$ cat src/rtl/fifo_pkg.sv
// ---------------------------------------------------------------------------
// fifo_pkg
//
// Purpose : Shared definitions for the delay-buffer fifo and the blocks that
//           wrap or drain it. The fifo, its unloader and any wrappers import
//           this package, so they agree on default geometry and state
//           encoding.
//
// Contents:
//   DEFAULT_DEPTH / DEFAULT_BITS - default fifo geometry (entries / word bits)
//   fifo_state_t                 - unloader FSM states (IDLE, PRESENT, DONE)
//   count_width(depth)           - bits needed to hold 0..depth
//   idx_width(depth)             - bits needed to hold 0..depth-1 (min 1)
// ---------------------------------------------------------------------------
package fifo_pkg;

  localparam int DEFAULT_DEPTH = 8;
  localparam int DEFAULT_BITS  = 64;

  typedef enum logic [1:0] {
    IDLE    = 2'd0,
    PRESENT = 2'd1,
    DONE    = 2'd2
  } fifo_state_t;

  // Width of a counter that must reach depth itself (words captured so far).
  function automatic int count_width(input int depth);
    return $clog2(depth + 1);
  endfunction

  // Width of an index into depth entries. A single-entry fifo would give
  // $clog2(1) = 0, which is not a legal vector width, so clamp to 1.
  function automatic int idx_width(input int depth);
    return (depth > 1) ? $clog2(depth) : 1;
  endfunction

endpackage

$ cat src/rtl/fifo_unloader.sv
// ---------------------------------------------------------------------------
// fifo_unloader
//
// Purpose : Read-side controller for one delay-buffer fifo instance. On a
//           start command it drains all DEPTH entries, oldest first: each
//           word is captured from fifo_q while fifo_en shifts the fifo, then
//           presented on a valid/ready stream toward the MMIO read-back path.
//           A done pulse follows acceptance of the last word.
//
// Build option:
//   FIFO_UNLOADER_RECIRC_EN - when defined, every shifted-out word is written
//                             back into the fifo tail (fifo_d = fifo_q), so a
//                             full drain leaves the fifo contents unchanged.
//                             When undefined, zeros are shifted in and a full
//                             drain leaves the fifo in its reset state.
//
// Parameters:
//   DEPTH - fifo entries drained per command (must match the attached fifo)
//   BITS  - word width of fifo data and the output stream
//
// Ports:
//   clk       in   system clock
//   rst_n     in   asynchronous active-low reset (shared with the fifo)
//   start     in   begin a drain; only sampled in IDLE
//   abort     in   cancel the drain; back to IDLE next cycle, no done pulse
//   fifo_q    in   oldest entry of the attached fifo
//   fifo_en   out  fifo shift enable (combinational, same cycle as capture)
//   fifo_d    out  word shifted into the fifo tail on each fifo_en
//   out_valid out  out_data holds a word not yet accepted
//   out_ready in   consumer accepts out_data when high with out_valid
//   out_data  out  captured word (registered)
//   out_idx   out  index of the presented word, 0 = oldest
//   busy      out  high in any state other than IDLE
//   done      out  one-cycle pulse after the last word is accepted
// ---------------------------------------------------------------------------
module fifo_unloader
  import fifo_pkg::*;
#(
  parameter int DEPTH = DEFAULT_DEPTH,
  parameter int BITS  = DEFAULT_BITS
) (
  input  logic                         clk,
  input  logic                         rst_n,
  input  logic                         start,
  input  logic                         abort,
  input  logic [BITS-1:0]              fifo_q,
  output logic                         fifo_en,
  output logic [BITS-1:0]              fifo_d,
  output logic                         out_valid,
  input  logic                         out_ready,
  output logic [BITS-1:0]              out_data,
  output logic [idx_width(DEPTH)-1:0]  out_idx,
  output logic                         busy,
  output logic                         done
);

  localparam int CNT_W = count_width(DEPTH);
  localparam int IDX_W = idx_width(DEPTH);

  localparam logic [CNT_W-1:0] LAST_COUNT = CNT_W'(DEPTH);

  // -------------------------------------------------------------------------
  // State and datapath registers
  // -------------------------------------------------------------------------
  fifo_state_t       state_reg, state_next;
  logic [CNT_W-1:0]  count_reg, count_next;   // words captured this drain
  logic [IDX_W-1:0]  idx_reg,   idx_next;
  logic [BITS-1:0]   data_reg,  data_next;

  always_ff @(posedge clk or negedge rst_n) begin
    if (!rst_n) begin
      state_reg <= IDLE;
      count_reg <= '0;
      idx_reg   <= '0;
      data_reg  <= '0;
    end else begin
      state_reg <= state_next;
      count_reg <= count_next;
      idx_reg   <= idx_next;
      data_reg  <= data_next;
    end
  end

  // -------------------------------------------------------------------------
  // Next-state and fifo shift control
  //
  // A capture and its fifo_en pulse always happen together: the word on
  // fifo_q is latched on the same edge that advances the fifo, so fifo_q
  // already shows the next-oldest entry one cycle later. That is what lets a
  // consumer holding out_ready high take one word per cycle.
  //
  // abort wins over start and out_ready in every state; it never shifts the
  // fifo and never produces a done pulse.
  // -------------------------------------------------------------------------
  always_comb begin
    state_next = state_reg;
    count_next = count_reg;
    idx_next   = idx_reg;
    data_next  = data_reg;
    fifo_en    = 1'b0;

    case (state_reg)
      IDLE: begin
        if (!abort && start) begin
          fifo_en    = 1'b1;
          data_next  = fifo_q;
          count_next = CNT_W'(1);
          idx_next   = '0;
          state_next = PRESENT;
        end
      end

      PRESENT: begin
        if (abort) begin
          state_next = IDLE;
        end else if (out_ready) begin
          if (count_reg != LAST_COUNT) begin
            // Current word accepted and more remain: fetch the next one now.
            fifo_en    = 1'b1;
            data_next  = fifo_q;
            count_next = count_reg + CNT_W'(1);
            idx_next   = idx_reg + IDX_W'(1);
          end else begin
            // Last word accepted; the fifo has already been shifted DEPTH
            // times, so no further pulse.
            state_next = DONE;
          end
        end
        // out_ready low: hold data and index, fifo untouched.
      end

      DONE: begin
        // start here is deliberately ignored; it must be seen again in IDLE.
        state_next = IDLE;
      end

      default: begin
        state_next = IDLE;
      end
    endcase
  end

  // -------------------------------------------------------------------------
  // Outputs
  //
  // Status outputs are plain decodes of the state register, so out_valid
  // can only fall by leaving PRESENT: via the final handshake, abort or reset.
  // -------------------------------------------------------------------------
  assign out_valid = (state_reg == PRESENT);
  assign busy      = (state_reg != IDLE);
  assign done      = (state_reg == DONE);
  assign out_data  = data_reg;
  assign out_idx   = idx_reg;

`ifdef FIFO_UNLOADER_RECIRC_EN
  // Write each departing word back into the tail: after DEPTH shifts the
  // fifo holds its original contents in the original order.
  assign fifo_d = fifo_q;
`else
  // Shift in zeros: a full drain leaves the fifo matching its reset contents.
  assign fifo_d = '0;
`endif

endmodule

$ cat config.mk
export PLATFORM = sky130hd
export DESIGN_NAME = fifo_unloader
export DESIGN_NICKNAME = d
export VERILOG_FILES = /design/src/rtl/fifo_pkg.sv /design/src/rtl/fifo_unloader.sv
export SDC_FILE = /design/constraint.sdc
export NUM_CORES = 1
export LEC_CHECK = 0
export CORE_MARGIN = 1.5
export CORE_UTILIZATION = 25
export DETAILED_ROUTE_END_ITERATION = 12
export PLACE_DENSITY = 0.67
export SETUP_SLACK_MARGIN = 0.3
export SYNTH_ARGS = -nofsm -noshare
export SYNTH_HDL_FRONTEND = slang
export SYNTH_SLANG_ARGS = --single-unit
$ cat constraint.sdc
create_clock -name clk -period 2.5 [get_ports clk]
set_input_delay 0.5 -clock clk [delete_from_list [all_inputs] [get_ports clk]]
set_output_delay 0.5 -clock clk [all_outputs]
set_load 0.01 [all_outputs]
# [Word level (Yosys, flattened, before mapping)]
# Index checks and enable logic that the tools add are counted.
[totals] regBits=73 input_bits=69 out_inout_bits=135 word_cells=47
[classes] add_sub_neg=2 n_eq_ne=9 n_mux=25 reduce_logical=7
[ops] operator="64-bit two-way mux" count=4
[ops] operator="64-bit case mux with 2 select lines" count=1
[ops] operator="4-bit two-way mux" count=4
[ops] operator="3-bit two-way mux" count=4
[ops] operator="2-bit two-way mux" count=4
[ops] operator="4-bit case mux with 2 select lines" count=1
[ops] operator="3-bit case mux with 2 select lines" count=1
[ops] operator="5-bit AND reduction" count=1
[ops] operator="4-bit by 1-bit adder with 4-bit output (second input constant)" count=1
[ops] operator="1-bit two-way mux" count=4
[ops] operator="2-bit by 1-bit inequality test with 1-bit output (second input constant)" count=2
[ops] operator="2-bit inequality test (second input constant)" count=2
[ops] operator="4-bit inequality test (second input constant)" count=1
[ops] operator="2-bit case mux with 2 select lines" count=1
[ops] operator="2-bit nonzero test" count=2
[ops] operator="3-bit by 1-bit adder with 3-bit output (second input constant)" count=1
[ops] operator="3-bit by 2-bit inequality test with 1-bit output (second input constant)" count=1
[ops] operator="3-bit inequality test (second input constant)" count=1
[ops] operator="3-bit AND reduction" count=1
[ops] operator="2-bit by 1-bit == test with 1-bit output (second input constant)" count=1
[ops] operator="2-bit == test (second input constant)" count=1
[ops] operator="2-bit logical NOT" count=1
[ops] operator="1-bit case mux with 2 select lines" count=1
[ops] operator="1-bit logical AND" count=1
[ops] operator="1-bit logical NOT" count=1

# [Longest topological paths before layout]
# Gate-level depths: netlist of run 1.
[logic_depth] depth_word=5 mapped_depth=8 depth_no_buf=6

# [Worst setup path before layout of run 1]
# Ideal clock, no wire load.
[synth_timing] path_kind="in2reg" start="in abort" end="reg data_reg[0] (netlist: out_data[0])" setup_ns=0.125 arrival_ns=1.787 t_required_ns=2.375 setup_slack_ns=0.588 cell_stages=6 path_buffers=2 path_cell_list="or4b_1 > a21boi_4 > inv_4 > buf_12 > buf_12 > mux2_4"
[synth_between] elab_chain_len=4 elab_cells_between_ends=5 cone_classes="eq/ne (2); reduce/logical (3)"
[synth_rtl] item="start, declared" line="fifo_unloader.sv:45" source="input logic abort,"
[synth_rtl] item="1-bit logical NOT" line="fifo_unloader.sv:104" source="if (!abort && start) begin"
[synth_rtl] item="1-bit logical AND" line="fifo_unloader.sv:104"
[synth_rtl] item="2-bit inequality test (no line)"
[synth_rtl] item="5-bit AND reduction (no line) *"
[synth_rtl] item="end signal, assigned" line="fifo_unloader.sv:80" source="data_reg <= data_next;"
[synth_rtl] item="end, declared" line="fifo_unloader.sv:68" source="logic [BITS-1:0] data_reg, data_next;"
# Mark *: on every way between the ends. The rest lies on a longest branch, timed or not.
# A chain may end at the register's enable or synchronous reset.

# [Worst setup path in the final report of run 1]
[layout_timing] start="in abort" end="reg data_reg[26] (netlist: out_data[26])"
# Same word-level chain as after synthesis.

==> results.py, run 1 <==
metrics = {
    "timing": {
        "drv_slew": 0,
        "rsz0062_at_grt": "no",
        "setup_viol": 0,
        "fin_crit_ps": 2140,
        "setup_slack_ps": 361,
        "fmax_mhz": 468,
        "hold_viol": 0,
        "fin_skew_ps": 9.31,
        "final.setup.tns_ps": 0,
        "whs_ps": 106,
        "fin_crit_sh_pct": 85.5,
    },
    "synthesis": {
        "syn_avg_cell_area_um2": 14.1,
        "postSynth.asyncResetShare_pct": 100,
        "yosysWarnings": 0,
        "synth_cell_types": 31,
        "seq_area_frac_synth_pct": 52.4,
        "synth_edf_count": 0,
        "ys.flop_type": "dfrtp_1",
        "synth_seq_cells": 73,
        "synthCells": 248,
        "synth_area_um2": 3490,
    },
    "grt": {
        "grt_usage_pct": 10.4,
        "grt_start_max_net_pins": 46,
        "grt_pass1_vias": 2298,
        "grt_pass1_wl_mm": 11.5,
        "antenna_found_initial": 0,
        "grt_overflow_total": 0,
    },
    "power": {
        "powerDensity_nw_per_um2": 809,
        "power_mw": 4.17,
        "ir_worst_vdd_v": 0.000382,
        "leakage_nw": 2.26,
    },
    "place": {
        "port_buffers": 139,
        "hpwl_mm": 5.40,
        "dpl_cell_area_um2": 4860,
        "place_ws_ps": -257,
        "dp_cells": 564,
        "gp_congestion": 0.694,
    },
    "detailed_routing": {
        "ant_nets": 0,
        "route.detailed.drc": 0,
        "vias_per_cell": 3.90,
        "avgRoutedWirePerCell_um": 12.7,
        "drt_iter0_drc": 54,
        "drt-total-wl_mm": 7.40,
        "drt-pass1-iter-count": 3,
        "vias": 2268,
    },
    "worst_setup_path": {
        "cp_max_fo": 22,
        "critPathLaunchType": "primary input",
        "path_common_cell": "buf_4",
        "cp_cell_sequence": "dlygate4sd2_1 > or4b_4 > a21boi_4 > inv_4 > buf_4 > buf_4 > mux2_2",
        "slowest_stage": "or4b_4",
        "worstSetupPathType": "in2reg",
        "slowest_delay_ps": 540,
        "critPathTopFamily": "buffers and inverters",
        "endpoint_kind": "flip-flop",
        "crit_arrival_ps": 2360,
        "critPathBufInv": 4,
        "crit_required_ps": 2720,
    },
    "clock_network": {
        "cts_max_level": 3,
        "clock_latency_ps": 340,
        "cts.sinks": 73,
        "cts_hold_buffers": 0,
        "cts_root_buf": "clkbuf_16",
        "cts_buffers": 9,
        "tritoncts": "yes",
        "clk_pin_slew_worst_paths_ps": 60,
        "clock_tree.buffer_depth": 2,
    },
    "finish": {
        "largest_reg_flops": 64,
        "utilization_pct": 38.3,
        "post-route-cell-area_um2": 5150,
        "layout_common_cells": "135 x clkdlybuf4s50_1, 73 x dfrtp_1, 64 x conb_1",
        "area_growth_pct": 47.7,
        "nets": 473,
        "seqCellArea_um2": 1830,
        "antenna_cells": 0,
        "final_common_cell": "clkdlybuf4s50_1",
        "stdcell_count": 582,
        "drive_gt1_share_pct": 23.9,
        "multi_input_area_um2": 1320,
        "fillers": 1318,
    },
    "run": {
        "max_cap_viol_count": 0,
    },
    "floorplanning": {
        "start_util_pct": 25.9,
        "die_w_um": 121,
        "rows": 42,
        "die_y_um": 121,
        "io_pins": 204,
        "dieArea_um2": 14700,
        "core_um2": 13500,
    },
    "status": {
        "status": "finished, final reports clean",
    },
    "min_path": {
        "hold_class": "in2async",
    },
}
==> cell usage after synthesis, drive strengths merged, types with 2 or more instances <==
library cell   n  share of area (%)
nor2b          4               0.72
dfrtp         73                 52
inv            4               0.50
buf           71                 16
nand2          3               0.32
o21ai          4               0.57
ha             3                1.1
a41oi          2               0.50
mux2          64                 23
nor3           2               0.29
==> report_power, final <==
| part | switching [mW] | leakage, nW | internal [mW] |
|---|---|---|---|
| clock network | 0.489 | 0.129 | 0.699 |
| registers | 0.171 | 0.864 | 1.47 |
| logic | 0.496 | 1.27 | 0.847 |
==> final cells by class <==
type                    instances  share of cell area [%]
well taps                     176                    4.27
clock inverters                 4                   0.559
repair buffers                150                    28.9
flip-flops and latches         73                    35.5
clock buffers                  12                    4.78
multi-input cells             163                    25.6
inverters                       4                   0.340
==> per-layer routing <==
metal	up-vias	track usage, %	routed length, um
met5	-	0	0
met4	0	5.96	153
met3	10	5.08	815
met2	132	16.6	3530
met1	1093	11.3	2900
li1	1033	-	-
==> what timing repair did <==
action	4_1_cts	5_1_grt
setup endpoints to repair	59	1
pin swaps	1	0
setup buffers	0	2
gates resized for setup	10	0
gates cloned	0	0
==> worst paths after layout <==
check / startpoint / end / slack [ps] / depth (start not counted)
worst max-delay path: abort / out_data[26] / 360 / 7
worst min-delay path: rst_n / out_data[45] / 110 / 1
worst max register to register: state_reg[1] / out_data[26] / 420 / 6
worst min register to register: out_data[27] / out_data[27] / 500 / 1
max in group asynchronous: rst_n / out_data[10] / 1790 / 2
min in group clk: out_data[27] / out_data[27] / 500 / 1
==> cells by family after synthesis <==
family | after synthesis | share of synthesized area (%)
adders and majority gates | 3 | 1.08
AOI/OAI and AO/OA | 13 | 2.91
DFF | 73 | 52.4
muxes | 65 | 23.1
buffers and inverters | 75 | 16.9
other | 1 | 0.108
and+or+nand+nor | 18 | 3.59
==> worst reg2reg max path: stages, from the launching register on <==
cell      delay [ps]
dfrtp_1          380
or4b_4           520
a21boi_4         170
inv_4             60
buf_4            110
buf_4            340
mux2_2           400
Power figures use the tool's default switching activity.
==> run 2: changes to the inputs <==
Settings changed: GPL_ROUTABILITY_DRIVEN from default to 0.
==> results of run 2 <==
Final layout, timing and power as in run 1 (identical DEF).
==> run 3: changes to the inputs <==
Settings changed: CORE_MARGIN 1.5 to 2, PLACE_DENSITY 0.67 to 0.66.
==> results.py, run 3 (same netlist as run 1, synthesis figures left out) <==
metrics = {
    "power": {
        "ir_worst_vdd_v": 0.000337,
        "leakage_nw": 2.27,
        "pwr-share-comb_pct": 31.6,
        "power.switching_mw": 1.18,
        "power_frac_clock_pct": 30.0,
        "powerDensity_nw_per_um2": 828,
        "power_frac_seq_pct": 38.4,
        "p_int_mw": 3.12,
        "power_mw": 4.30,
        "p_sw_share_pct": 27.4,
    },
    "detailed_routing": {
        "ant_nets": 0,
        "vias_per_cell": 3.90,
        "drt_iter0_drc": 59,
        "avgRoutedWirePerCell_um": 13.0,
        "vias": 2288,
        "route.detailed.drc": 0,
        "drt-pass1-iter-count": 4,
        "drt-total-wl_mm": 7.65,
    },
    "grt": {
        "grt_pass1_wl_mm": 11.7,
        "antenna_found_initial": 0,
        "grt_start_max_net_pins": 74,
        "grt_usage_pct": 10.2,
        "grt_overflow_total": 0,
        "grt_pass1_vias": 2273,
    },
    "clock_network": {
        "clock_tree.buffer_depth": 2,
        "cts.sinks": 73,
        "cts_root_buf": "clkbuf_16",
        "clock_latency_ps": 330,
        "cts_buffers": 9,
        "tritoncts": "yes",
        "clk_pin_slew_worst_paths_ps": 60,
        "cts_max_level": 3,
    },
    "worst_setup_path": {
        "r2r_cells": 6,
        "crit_required_ps": 2000,
        "r2r_end": "out_data[26]",
        "slowest_stage": "or4b_4",
        "worstSetupPathType": "reg2out",
        "endpoint_kind": "output port",
        "r2r-start": "state_reg[0]",
        "cp_max_fo": 8,
        "r2r_slack_ps": 380,
        "crit_arrival_ps": 1670,
        "critPathLaunchType": "flip-flop",
        "cp_cell_sequence": "or4b_4 > a21boi_4 > inv_4 > buf_6",
        "slowest_delay_ps": 560,
    },
    "floorplanning": {
        "die_y_um": 122,
        "io_pins": 204,
        "dieArea_um2": 14900,
        "die_w_um": 122,
        "rows": 43,
        "start_util_pct": 25.3,
        "core_um2": 13800,
    },
    "finish": {
        "final_common_cell": "clkdlybuf4s50_1",
        "largest_reg_flops": 64,
        "layout_common_cells": "135 x clkdlybuf4s50_1, 71 x dfrtp_1, 64 x conb_1",
        "fillers": 1355,
        "area_growth_pct": 48.7,
        "drive_gt1_share_pct": 25.3,
        "nets": 474,
        "antenna_cells": 0,
        "utilization_pct": 37.7,
        "stdcell_count": 587,
    },
    "timing": {
        "setup_viol": 0,
        "fin_skew_ps": 5.53,
        "rsz0062_at_grt": "no",
        "worstMarginPinSlew_ps": 923,
        "hold_viol": 0,
        "drv_slew": 0,
        "fin_crit_ps": 2170,
        "maxSlewHeadroom_pct": 38.4,
        "fmax_mhz": 460,
        "fin_crit_sh_pct": 86.9,
    },
    "min_path": {
        "hold_class": "in2async",
    },
    "place": {
        "hpwl_mm": 5.46,
        "port_buffers": 139,
        "dp_cells": 567,
    },
    "status": {
        "status": "finished, final reports clean",
    },
    "run": {
        "max_cap_viol_count": 0,
    },
}
-- run 3: power groups by stage --
stage	Combinational (mW)	Sequential [mW]	Clock, mW
finish	1.36	1.65	1.29
global route	1.46	1.69	1.39
CTS	1.36	1.65	1.33
detailed placement	1.35	1.66	0
global placement	1.33	1.64	0
floorplan	0.560	1.76	0
-- run 3: repair_timing --
action                                  in CTS  in global routing
hold buffers                                 0                  0
pin swaps                                    1                  1
endpoints found under the hold margin        0                  0
resized for setup                            9                  4
endpoints found under the setup margin      32                  1
setup buffers                                0                  4
-- run 3: layout make-up --
class | count | area (um^2) | area share, %
multi-input cells | 163 | 1320 | 25.4
clock buffers | 11 | 243 | 4.68
repair buffers | 151 | 1500 | 29.0
well taps | 180 | 225 | 4.34
clock inverters | 5 | 55.1 | 1.06
flip-flops and latches | 73 | 1830 | 35.3
inverters | 4 | 17.5 | 0.338
-- run 3: worst max-delay path: cells and delay by family (launching register included) --
family | cells | cell delay, ps
compound gates | 1 | 170
buf+inv | 2 | 160
flops | 1 | 450
simple gates | 1 | 560
-- run 3: worst max path at each step --
stage / startpoint / end / slack, ps / depth (start not counted)
finish: state_reg[0] / fifo_en / 330 / 4
global route: count_reg[0] / fifo_en / 270 / 6
CTS: state_reg[0] / fifo_en / 310 / 4
detailed placement: start / fifo_en / -220 / 5
global placement: start / fifo_en / -200 / 5
floorplan: abort / out_data[0] / 590 / 6
-- run 3: metrics by stage --
step | hold slack, ps | worst slack [ps] | cell area [um^2] | TNS, ps
3_5_place_dp | 492 | -222 | 4850 | -3170
5_1_grt | 388 | 268 | 5190 | 0
3_3_place_gp | 489 | -199 | 4850 | -1100
6_report | 308 | 327 | 5190 | 0
2_1_floorplan | 204 | 588 | 3720 | 0
4_1_cts | 350 | 312 | 5150 | 0
-- run 3: per-layer routing --
metal	up-vias	wire [um]	share of wire (%)	track usage, %
li1	1028	-	-	-
met1	1127	2980	39	11.8
met2	119	3810	50	16.2
met3	14	692	9.0	4.03
met4	0	164	2.1	5.82
met5	-	0	0	0
